## src/rtl/fir_coeff_sequencer.sv

```systemverilog
// Sequencer in front of the FIR core: multiplexes the FIR input bus between the
// sample stream and coefficient loads, draining the in-flight sample before a load.
module fir_coeff_sequencer #(
  parameter int unsigned DATA_W       = 6,
  parameter int unsigned NUM_TAPS     = 4,
  parameter int unsigned IDLE_TIMEOUT = 8
) (
  input  logic                         clk,
  input  logic                         reset,
  input  logic                         cfg_req,
  input  logic [NUM_TAPS*DATA_W-1:0]   cfg_coeff,
  output logic                         cfg_ack,
  output logic                         cfg_busy,
  input  logic [DATA_W-1:0]            s_in_tdata,
  input  logic                         s_in_tvalid,
  output logic                         s_in_tready,
  output logic [DATA_W-1:0]            fir_tdata,
  output logic                         fir_tvalid,
  output logic                         fir_set_coeffs,
  input  logic                         fir_tready,
  output logic [1:0]                   state_o
);

  localparam int unsigned COEFF_W = NUM_TAPS * DATA_W;
  localparam int unsigned TAP_W   = (NUM_TAPS > 1) ? $clog2(NUM_TAPS) : 1;
  localparam int unsigned CNT_W   = $clog2(IDLE_TIMEOUT + 1);

  localparam logic [TAP_W-1:0] TAP_LAST = TAP_W'(NUM_TAPS - 1);
  localparam logic [CNT_W-1:0] TIMEOUT  = CNT_W'(IDLE_TIMEOUT);

  typedef enum logic [1:0] {
    ST_IDLE   = 2'b00,
    ST_STREAM = 2'b01,
    ST_DRAIN  = 2'b10,
    ST_LOAD   = 2'b11
  } state_t;

  state_t               state_q, state_d;
  logic [TAP_W-1:0]     tap_q, tap_d, tap_nxt;
  logic [CNT_W-1:0]     idle_cnt_q, idle_cnt_d;
  logic [COEFF_W-1:0]   shadow_q, shadow_d;
  logic [DATA_W-1:0]    data_q, data_d, coeff_sel;
  logic                 valid_q, valid_d;
  logic                 set_q, set_d;
  logic                 ack_q, ack_d;
  logic                 sample_take;

  // Upstream may hand over a sample only while streaming, with no load pending and a free beat slot
  assign s_in_tready    = (state_q == ST_STREAM) && !cfg_req && (!valid_q || fir_tready);
  assign sample_take    = s_in_tvalid && s_in_tready;

  assign fir_tdata      = data_q;
  assign fir_tvalid     = valid_q;
  assign fir_set_coeffs = set_q;
  assign cfg_ack        = ack_q;
  assign cfg_busy       = (state_q == ST_DRAIN) || (state_q == ST_LOAD);
  assign state_o        = state_q;

  // State register
  always_ff @(posedge clk or negedge reset) begin
    if (!reset) begin
      state_q <= ST_IDLE;
    end else begin
      state_q <= state_d;
    end
  end

  // Next-state, beat register and counter update
  always_comb begin
    state_d    = state_q;
    tap_d      = tap_q;
    idle_cnt_d = idle_cnt_q;
    shadow_d   = shadow_q;
    data_d     = data_q;
    valid_d    = valid_q;
    set_d      = set_q;
    ack_d      = 1'b0;
    tap_nxt    = tap_q + TAP_W'(1);
    coeff_sel  = '0;

    for (int unsigned i = 0; i < NUM_TAPS; i++) begin
      if (tap_nxt == TAP_W'(i)) begin
        coeff_sel = shadow_q[i*DATA_W +: DATA_W];
      end
    end

    // An accepted beat retires; a state below may replace it on the same edge
    if (valid_q && fir_tready) begin
      valid_d = 1'b0;
      set_d   = 1'b0;
      data_d  = '0;
    end

    unique case (state_q)
      ST_IDLE: begin
        idle_cnt_d = '0;
        tap_d      = '0;
        if (cfg_req) begin
          state_d  = ST_LOAD;
          shadow_d = cfg_coeff;
          data_d   = cfg_coeff[DATA_W-1:0];
          valid_d  = 1'b1;
          set_d    = 1'b1;
        end else if (s_in_tvalid) begin
          state_d = ST_STREAM;
        end
      end

      ST_STREAM: begin
        if (cfg_req) begin
          state_d    = ST_DRAIN;
          idle_cnt_d = '0;
        end else begin
          if (sample_take) begin
            data_d  = s_in_tdata;
            valid_d = 1'b1;
            set_d   = 1'b0;
          end
          if (s_in_tvalid) begin
            idle_cnt_d = '0;
          end else if (idle_cnt_q != TIMEOUT) begin
            idle_cnt_d = idle_cnt_q + CNT_W'(1);
          end
          if (!s_in_tvalid && (idle_cnt_d == TIMEOUT) && !valid_q) begin
            state_d    = ST_IDLE;
            idle_cnt_d = '0;
          end
        end
      end

      ST_DRAIN: begin
        // Leave as soon as the pending sample is gone or retiring this edge
        if (!valid_q || fir_tready) begin
          state_d  = ST_LOAD;
          shadow_d = cfg_coeff;
          tap_d    = '0;
          data_d   = cfg_coeff[DATA_W-1:0];
          valid_d  = 1'b1;
          set_d    = 1'b1;
        end
      end

      ST_LOAD: begin
        idle_cnt_d = '0;
        if (valid_q && fir_tready) begin
          if (tap_q == TAP_LAST) begin
            ack_d   = 1'b1;
            tap_d   = '0;
            state_d = s_in_tvalid ? ST_STREAM : ST_IDLE;
          end else begin
            tap_d   = tap_nxt;
            data_d  = coeff_sel;
            valid_d = 1'b1;
            set_d   = 1'b1;
          end
        end
      end

      default: begin
        state_d = ST_IDLE;
      end
    endcase
  end

  // Datapath and counter registers
  always_ff @(posedge clk or negedge reset) begin
    if (!reset) begin
      tap_q      <= '0;
      idle_cnt_q <= '0;
      shadow_q   <= '0;
      data_q     <= '0;
      valid_q    <= 1'b0;
      set_q      <= 1'b0;
      ack_q      <= 1'b0;
    end else begin
      tap_q      <= tap_d;
      idle_cnt_q <= idle_cnt_d;
      shadow_q   <= shadow_d;
      data_q     <= data_d;
      valid_q    <= valid_d;
      set_q      <= set_d;
      ack_q      <= ack_d;
    end
  end

endmodule

```

## config.mk

```make
export PLATFORM = sky130hd
export DESIGN_NAME = fir_coeff_sequencer
export DESIGN_NICKNAME = d
export VERILOG_FILES = /design/src/rtl/fir_coeff_sequencer.sv
export SDC_FILE = /design/constraint.sdc
export NUM_CORES = 1
export LEC_CHECK = 0
export BUFFER_PORTS_ARGS = -buffer_cell sky130_fd_sc_hd__buf_2
export CAP_MARGIN = 0
export CORE_AREA = 2 2 69 71
export CTS_CLUSTER_DIAMETER = 30
export DETAILED_ROUTE_END_ITERATION = 10
export DIE_AREA = 0 0 71 73
export PLACE_DENSITY = 0.8
export SLEW_MARGIN = 5
export SYNTH_ARGS = -nofsm -noshare
export SYNTH_HDL_FRONTEND = slang
export SYNTH_SLANG_ARGS = --single-unit
```

## constraint.sdc

```tcl
create_clock -name clk -period 5.5 [get_ports clk]
set_clock_uncertainty 0.2 [all_clocks]
set_input_delay 1.375 -clock clk [delete_from_list [all_inputs] [get_ports clk]]
set_output_delay 1.375 -clock clk [all_outputs]
set_load 0.01 [all_outputs]
```

==> run metrics, run 1 <==
status=finished clean; Synth cell types=44; Setup Fix Bufs, Post-CTS=0; Root Driver=clkbuf_8; Detailed Place HPWL=4.00 mm; critical path's slowest cell=buf_2; most frequent cells after synthesis=dfrtp_1, mux2_2, nand2_1; die width=71 µm; Pleak=1.24 nW; TritonCTS clock tree=yes; most common flop cell mapped by yosys=dfrtp_1; Via density=6.25; setup violators final=0; Final Net Count=319; # rows=25; crit path cell chain=buf_2, and2b_2, and2_2, buf_2; WS Path Type=primary input to primary output; leading cell type by number of instances after synthesis=dfrtp_1; I/O pin cnt=48; Rel. slew slack=37.6%; Worst Hold Class=register to register; Area contributors post-synth=dfrtp_1, mux2_2, ha_1; Chip Height=73 µm; sequential-to-total area share from yosys stat=41.8%; non-filler instance count after layout=325; core area=4540 µm²; layout cells sized above 1=34.7%; slowest stage delay, CP=0.31 ns; via count=2030; Arr. time, crit path=2.30 ns; cell area after synthesis=2450 µm²; RSZ-0062 raised after global routing=false; wire length on met3=387 µm; DRT met1 WL=2.52 mm; Worst setup EP type=primary output; Total GRT Usage=23.5%; Yosys reg bits=41; H-tree depth=2; Tcrit/Tclk final=70.5%; pin count of the biggest net entering global routing=42; Layout area overhead=13.6%; global-route wire length before repair=9.34 mm; port bufs=47; Num CTS Buffers=5; cell mode on critical path=buf_2; Overflow after GRT=0; Crit Path Max Fanout=20; Clock Latency Late Sink=0.30 ns; Synth top area share=41.8%; DR pass1 iterations=5; Routed Antenna Nets=0; final WL=5.81 mm; drc violations=0; syn_area_per_cell=10.7 µm²; Reg clk slew, reported paths=0.07 ns; initial drt markers=159; Top Metal Used=met4; total of max-cap violations=0; post-DR wirelength/cell=17.9 µm; routed wl met2=2.84 mm; # fillers=394; final hold vios=0; Clock Tree Buf Depth=2; Final Max Slew Viols=0; RePlAce Congestion=0.844; Starting Density=54.1%; Inst Count DP=318; Startpoint Class=primary input; number of global-route vias before repair=1966; measured slew at the worst slew-check pin=0.936 ns; synth warn=0; Hold Buf Count CTS=0; setup_tns=0 ns; Cell Pwr Density=577 nW/µm²; post-layout min period=3.88 ns; maximum clock frequency=258 MHz; Async SR Flop Fraction=100%; die area=5180 µm²; ANT cells=0; initial antenna violation count=0; Peak VDD IR=261 µV; Req. time, crit path=3.92 ns; post-cts sizing count=0; # clock sinks=41; synthesized instance count=230; Post-synth EDFFs=0; Net Count, Synth=278; dominant cell type by area after synthesis=dfrtp_1
-- final timing paths --
path                        startpoint           end  slack (ns)  depth (start not counted)
setup reg to reg            state_o[0]   shadow_q[9]        2.98                          6
setup / recovery               cfg_req   s_in_tready        1.62                          4
max in group asynchronous        reset  shadow_q[11]        3.50                          1
hold reg to reg            shadow_q[0]   shadow_q[0]        0.31                          1
min in group asynchronous        reset    fir_tvalid        1.01                          1
hold / removal             shadow_q[0]   shadow_q[0]        0.31                          1
-- flip-flops by register name, summed over array words and instances (netlist names) --
| signal | cells |
|---|---|
| tap_q | 2 |
| idle_cnt_q | 4 |
| fir_set_coeffs | 1 |
| shadow_q | 24 |
| state_o | 2 |
| cfg_ack | 1 |
| fir_tvalid | 1 |
| fir_tdata | 6 |
-- layout by cell type (no fill, tap or decap), types with 4 or more instances in the layout --
| cell | count |
|---|---|
| ha_1 | 13 |
| o31ai_1 | 6 |
| clkbuf_8 | 5 |
| inv_1 | 8 |
| a21oi_1 | 7 |
| dfrtp_1 | 41 |
| a221o_1 | 6 |
| nand3_1 | 4 |
| nand2_1 | 22 |
| nand3b_1 | 7 |
| mux2_2 | 30 |
| a31oi_1 | 7 |
| nor2_1 | 7 |
| o21ai_0 | 5 |
| nor2b_1 | 9 |
| buf_2 | 47 |
| nor3_1 | 4 |
| a221oi_1 | 12 |
-- power breakdown --
group          switching, mW  leakage (nW)  internal [mW]  total (mW)
logic                  0.409         0.694          0.404       0.812
registers              0.116         0.497          0.443       0.559
clock network          0.105        0.0540          0.132       0.237
-- critical path, delay by kind of cell --
kind	cells	cell delay [ns]
simple gates	2	0.49
buf+inv	2	0.44
-- per-stage QoR --
| stage | total power, mW | util, % | area (µm²) | hold slack (ns) | setup slack, ns |
|---|---|---|---|---|---|
| after detailed placement | 1.36 | 59.1 | 2680 | 0.300 | 1.65 |
| after global routing | 1.72 | 61.4 | 2790 | 0.336 | 1.60 |
| final | 1.61 | 61.4 | 2790 | 0.314 | 1.62 |
| after floorplan | 1.16 | - | 2450 | 0.281 | 2.13 |
| after CTS | 1.61 | 61.4 | 2790 | 0.317 | 1.65 |
| after global placement | 1.33 | 59.1 | 2680 | 0.289 | 1.69 |
-- area by class of cell --
class                      count  area, µm²  share of cell area [%]
timing repair buffer          48        243                    8.71
clock buffer                   5       68.8                    2.47
clock inverter                 2       35.0                    1.26
sequential                    41       1030                    36.8
inverter                       8       30.0                    1.08
multi-input combinational    167       1320                    47.2
tap                           54       67.6                    2.42
-- metal layers --
layer  vias up  GRT usage (%)
met1      1007           30.8
met5         -              0
met3         6           6.08
li1        933              -
met4         0           8.81
met2        84           37.6
-- logic make-up after synthesis --
| logic type | Yosys count | share of synthesized area (%) |
|---|---|---|
| flip-flops | 41 | 41.8 |
| AND/OR/NAND/NOR | 65 | 14.6 |
| buffers and inverters | 22 | 4.49 |
| adder cells (fa/ha/maj) | 13 | 6.63 |
| AO/OA/AOI/OAI | 55 | 17.1 |
| multiplexers | 32 | 14.6 |
| XOR/XNOR | 2 | 0.714 |
(Power assumes the default switching activity.)
==> run 2, diff against run 1 <==
--- a/config.mk
+++ b/config.mk
@@ -5,13 +5,14 @@
 export SDC_FILE = /design/constraint.sdc
 export NUM_CORES = 1
 export LEC_CHECK = 0
+export ABC_AREA = 1
 export BUFFER_PORTS_ARGS = -buffer_cell sky130_fd_sc_hd__buf_2
 export CAP_MARGIN = 0
-export CORE_AREA = 2 2 69 71
+export CORE_AREA = 2 2 76 78
 export CTS_CLUSTER_DIAMETER = 30
 export DETAILED_ROUTE_END_ITERATION = 10
-export DIE_AREA = 0 0 71 73
-export PLACE_DENSITY = 0.8
+export DIE_AREA = 0 0 78 80
+export PLACE_DENSITY = 0.74
 export SLEW_MARGIN = 5
 export SYNTH_ARGS = -nofsm -noshare
 export SYNTH_HDL_FRONTEND = slang
==> constraint.sdc (replaced) <==
create_clock -name clk -period 3.46 [get_ports clk]
set_clock_uncertainty 0.2 [all_clocks]
set_input_delay 0.865 -clock clk [delete_from_list [all_inputs] [get_ports clk]]
set_output_delay 0.865 -clock clk [all_outputs]
set_load 0.01 [all_outputs]
==> run metrics, run 2 <==
Hold Buf Count CTS=0 (unchanged); R2R setup slack=1.23 ns (-1.75 ns); Synth cell types=35 (-20%); drc violations=0 (unchanged); Req. time, crit path=2.39 ns (-1.53 ns); Detailed Place HPWL=4.38 mm (+9.6%); Logic pwr share=50.8% (+0.3 points); Area contributors post-synth=dfrtp_1, mux2_4, nand2_1; Num CTS Buffers=5 (unchanged); sequential-to-total area share from yosys stat=39.2% (-2.6 points); synth warn=0 (unchanged); leading cell type by number of instances after synthesis=nand2_1; non-filler instance count after layout=428 (+32%); synthesized instance count=305 (+33%); DR pass1 iterations=4 (-1); Final Net Count=403 (+26%); cell area after synthesis=2620 µm² (+6.7%); Async SR Flop Fraction=100% (unchanged); maximum clock frequency=366 MHz; final hold vios=0 (unchanged); Tcrit/Tclk final=78.9%; RSZ-0062 raised after global routing=false; sequential fraction of design power=33.1% (-1.7 points); total of max-cap violations=0 (unchanged); Worst setup EP type=primary output; post-cts sizing count=0 (unchanged); Inst Count DP=420 (+32%); core area=5410 µm² (+19%); slack of the critical path=0.729 ns (-0.891 ns); port bufs=47 (unchanged); number of global-route vias before repair=2069 (+5.2%); Clock Tree Buf Depth=2 (unchanged); Clock Latency Late Sink=0.30 ns (about the same); Routed Antenna Nets=0 (unchanged); largest register by flop count=shadow_q; commonest non-fill, non-tap cell in the layout=nand2_1; Reg2Reg Depth=11 (+5); die area=6240 µm² (+20%); ANT cells=0 (unchanged); setup_tns=0 ns (unchanged); Startpoint Class=register; Root Driver=clkbuf_8; dpl ws=0.880 ns (-0.765 ns); dominant cell type by area after synthesis=dfrtp_1; Net Count, Synth=353 (+27%); WS Path Type=register to primary output; Synth top area share=39.2% (-2.6 points); worst hold start=shadow_q[18]; die width=78 µm (+9.9%); final WL=5.99 mm (+3.1%); measured slew at the worst slew-check pin=0.921 ns (-0.0145 ns); Overflow after GRT=0 (unchanged); RR Endpoint=fir_tdata[2]; Pleak=1.56 nW (+25%); Layout area overhead=15.4%; Total GRT Usage=19.9% (-3.5 points); I/O pin cnt=48 (unchanged); most frequent cells after synthesis=nand2_1, dfrtp_1, inv_1; switching share of power=40.3% (+1.2 points); hold depth=1 (unchanged); Cell Pwr Density=847 nW/µm² (+47%); Post-synth EDFFs=0 (unchanged); RePlAce Congestion=0.932 (+10%); Reg clk slew, reported paths=0.08 ns (about the same); post-layout min period=2.73 ns; Arr. time, crit path=1.67 ns (-0.63 ns); layout cells sized above 1=25.8% (-8.8 points); Chip Height=80 µm (+9.6%); TritonCTS clock tree=yes; initial antenna violation count=0 (unchanged); pin count of the biggest net entering global routing=42 (unchanged); # rows=27 (+8.0%); worst reg2reg startpoint=state_o[1]; setup violators final=0 (unchanged); most common flop cell mapped by yosys=dfrtp_1; H-tree depth=2 (unchanged); Yosys reg bits=41 (unchanged); Via density=5.20 (-17%); Clk pwr share=16.1% (+1.4 points); Switch Pwr=1.03 mW (+64%); syn_area_per_cell=8.58 µm² (-20%); initial drt markers=219 (+38%); total power=2.56 mW (+59%); global-route wire length before repair=9.78 mm (+4.7%); Peak VDD IR=456 µV (+75%); Final Max Slew Viols=0 (unchanged); max reg flops=24 (unchanged); internal power=1.53 mW (+56%); # clock sinks=41 (unchanged); Starting Density=48.4% (-5.6 points); via count=2225 (+9.6%); Worst Hold Class=register to register; Crit Path Max Fanout=8 (-60%); Rel. slew slack=38.6% (+0.97 points); Hold Path Sink=shadow_q[18]; most frequent cells in the layout=nand2_1, buf_2, dfrtp_1; status=finished clean; post-DR wirelength/cell=14.0 µm (-22%); Setup Fix Bufs, Post-CTS=0 (unchanged)
==> run 2: cell count changes after synthesis, moves of 6 or more <==
cell / previous run / this run
nand2_1: 22 / 57
a21oi_1: 7 / 13
mux2_4: 0 / 16
o21ai_0: 5 / 24
inv_1: 8 / 37
nand3b_1: 7 / 0
a221o_1: 6 / 0
o31ai_1: 6 / 0
a221oi_1: 12 / 0
nor2_1: 7 / 34
nor2b_1: 9 / 0
mux2_2: 30 / 6
nand3_1: 4 / 25
==> run 2: final cells by class <==
class | count | area, µm²
multi-input combinational | 218 | 1380
inverter | 42 | 174
timing repair buffer | 47 | 235
clock inverter | 2 | 37.5
tap | 72 | 90.1
fill | 483 | 2380
sequential | 41 | 1030
clock buffer | 6 | 82.6
==> run 2: critical path: stages (launching register included) <==
cell     delay [ns]
dfrtp_1        0.47
inv_1          0.13
ha_1           0.19
inv_1          0.06
nor2_1         0.20
inv_1          0.09
nor2_1         0.08
buf_2          0.13
==> run 2: power by group through the flow <==
stage          combinational [mW]  clock [mW]  sequential, mW
6_report                     1.30       0.412           0.846
5_1_grt                      1.44       0.442           0.871
4_1_cts                      1.31       0.420           0.846
3_5_place_dp                 1.30           0           0.853
3_3_place_gp                 1.27           0           0.848
2_1_floorplan                1.05           0           0.830
==> run 2: cell families after synthesis <==
family	after synthesis	share of synthesized area, %
AND/OR/NAND/NOR	129	22.2
AO/OA/AOI/OAI	54	12.4
buffers and inverters	46	8.22
flip-flops	41	39.2
multiplexers	22	11.8
adder cells (fa/ha/maj)	13	6.21
==> run 2: metrics by stage <==
step	util, %	cell area (µm²)	hold slack [ns]
final	55.9	3020	0.306
after CTS	55.9	3020	0.309
after global routing	55.9	3020	0.324
after global placement	53.7	2900	0.283
after detailed placement	53.7	2900	0.291
after floorplan	-	2620	0.253
==> run 2: worst max path at each step <==
stage / from / end / slack (ns)
detailed placement: cfg_req / s_in_tready / 0.88
global route: state_o[1] / s_in_tready / 0.55
floorplan: cfg_req / s_in_tready / 1.13
finish: state_o[1] / s_in_tready / 0.73
CTS: state_o[1] / s_in_tready / 0.71
global placement: cfg_req / s_in_tready / 0.94
==> run 2: per-layer routing <==
layer	vias up	share of wire, %	GRT usage [%]	wire, µm
li1	1106	-	-	-
met1	1033	45	26.9	2710
met2	76	46	31.0	2780
met3	10	6.4	4.41	383
met4	0	2.0	8.25	121
met5	-	0	0	0
==> run 3, diff against run 2 <==
==> constraint.sdc (replaced) <==
create_clock -name clk -period 2.4 [get_ports clk]
set_clock_uncertainty 0.2 [all_clocks]
set_input_delay 0.6 -clock clk [delete_from_list [all_inputs] [get_ports clk]]
set_output_delay 0.6 -clock clk [all_outputs]
set_load 0.01 [all_outputs]
==> run metrics, run 3 (same netlist as run 2, synthesis figures left out) <==
RePlAce Congestion=0.896 (-3.9%); measured slew at the worst slew-check pin=0.700 ns (-0.221 ns); Arr. time, crit path=1.54 ns (-0.13 ns); Rel. slew slack=53.3% (+15 points); Worst Setup SP=state_o[1]; Worst setup EP type=primary output; final WL=5.95 mm (-0.60%); Clock Tree Buf Depth=2 (unchanged); Detailed Place HPWL=4.52 mm (+3.3%); slack of the critical path=0.0556 ns (-0.674 ns); Crit Path Max Fanout=7 (-1); I/O pin cnt=48 (unchanged); Routed Antenna Nets=0 (unchanged); commonest non-fill, non-tap cell in the layout=nand2_1; most frequent cells in the layout=nand2_1, buf_2, dfrtp_1; initial antenna violation count=0 (unchanged); Chip Height=80 µm (unchanged); Startpoint Class=register; global-route wire length before repair=9.94 mm (+1.7%); die width=78 µm (unchanged); worst reg2reg startpoint=state_o[0]; drc violations=0 (unchanged); setup violators final=0 (unchanged); # clock sinks=41 (unchanged); via count=2222 (-0.13%); WS Path Type=register to primary output; Final Max Slew Viols=0 (unchanged); RR Endpoint=shadow_q[16]; setup_tns=0 ns (unchanged); status=finished clean; Overflow after GRT=0 (unchanged); # rows=27 (unchanged); Final Net Count=407 (+0.99%); Via density=5.14 (-1.1%); Pleak=1.57 nW (+0.93%); Clock Latency Late Sink=0.30 ns (about the same); Starting Density=48.4% (unchanged); Total GRT Usage=20.4% (+0.46 points); largest register by flop count=shadow_q; post-layout min period=2.34 ns; number of global-route vias before repair=2126 (+2.8%); Design Area, Final=3060 µm² (+1.2%); R2R setup slack=0.28 ns (-0.95 ns); ANT cells=0 (unchanged); Peak VDD IR=573 µV (+26%); Reg2Reg Depth=7 (-4); Root Driver=clkbuf_8; final hold vios=0 (unchanged); Cell Pwr Density=1220 nW/µm² (+44%); Num CTS Buffers=5 (unchanged); H-tree depth=2 (unchanged); Layout area overhead=16.9%; initial drt markers=116 (-47%); RSZ-0062 raised after global routing=false; Placement Cell Area=2920 µm² (+0.78%); Tcrit/Tclk final=97.7%; core area=5410 µm² (unchanged); maximum clock frequency=427 MHz; layout cells sized above 1=28.1% (+2.2 points); Req. time, crit path=1.60 ns (-0.79 ns); die area=6240 µm² (unchanged); Worst Hold Class=primary input to asynchronous set/reset pin; total power=3.72 mW (+45%); max reg flops=24 (unchanged); DR pass1 iterations=4 (unchanged); Reg clk slew, reported paths=0.08 ns (about the same); post-DR wirelength/cell=13.8 µm (-1.5%); pin count of the biggest net entering global routing=34 (-19%); dpl ws=0.280 ns (-0.600 ns); total of max-cap violations=0 (unchanged); TritonCTS clock tree=yes; port bufs=47 (unchanged)
[run 3: cell types whose count changed in the layout (fill, tap and decap cells not counted)]
cell	before	now
inv_1	37	36
dfrtp_2	0	2
ha_1	13	12
buf_4	0	4
nor2_1	34	33
inv_2	3	4
dfrtp_1	41	39
nor2_2	0	1
ha_2	0	1
[run 3: cell type report]
class,instances,area [µm²]
fill,505,2350
multi-input combinational,218,1380
sequential,41,1030
timing repair buffer,51,265
inverter,42,174
tap,72,90.1
clock buffer,6,82.6
clock inverter,2,37.5
[run 3: metrics by stage]
stage                     cells  util [%]  hold slack, ns
final                       432      56.6           0.143
after global routing        432      56.6           0.199
after CTS                   431      56.4           0.164
after detailed placement    423      54.1           0.297
after global placement      423      54.1           0.285
after floorplan             305         -           0.104
[run 3: layer usage]
metal / global-route usage [%] / part of all wire (%) / wire length [µm] / vias to the layer above
li1: - / - / - / 1120
met5: 0 / 0 / 0 / -
met2: 32.2 / 47 / 2780 / 68
met4: 7.19 / 1.8 / 106 / 0
met1: 27.6 / 46 / 2730 / 1025
met3: 4.64 / 5.6 / 334 / 9
[run 3: critical path, stage by stage (launching register included)]
cell,delay [ns]
dfrtp_2,0.46
buf_4,0.16
ha_1,0.20
bufinv_8,0.22
nand2_1,0.07
buf_2,0.14
[run 3: how the worst max path moves through the flow]
stage                   end  slack [ns]  cells after the start
2_1_floorplan   s_in_tready        0.40                      6
3_3_place_gp    s_in_tready        0.36                      7
3_5_place_dp   shadow_q[18]        0.28                      7
4_1_cts            cfg_busy        0.02                      5
5_1_grt         s_in_tready       0.009                      7
6_report           cfg_busy        0.06                      5
[run 3: timing repair]
action / CTS / global route
cloned: 0 / 0
buffers inserted: 0 / 1
pin swaps: 0 / 0
endpoints found under the setup margin: 1 / 2
hold buffers: 0 / 0
resized for setup: 2 / 3
[run 3: power breakdown]
group,internal [mW],switching (mW),total [mW]
combinational,0.890,1.02,1.91
clock,0.338,0.254,0.592
sequential,1.00,0.222,1.22
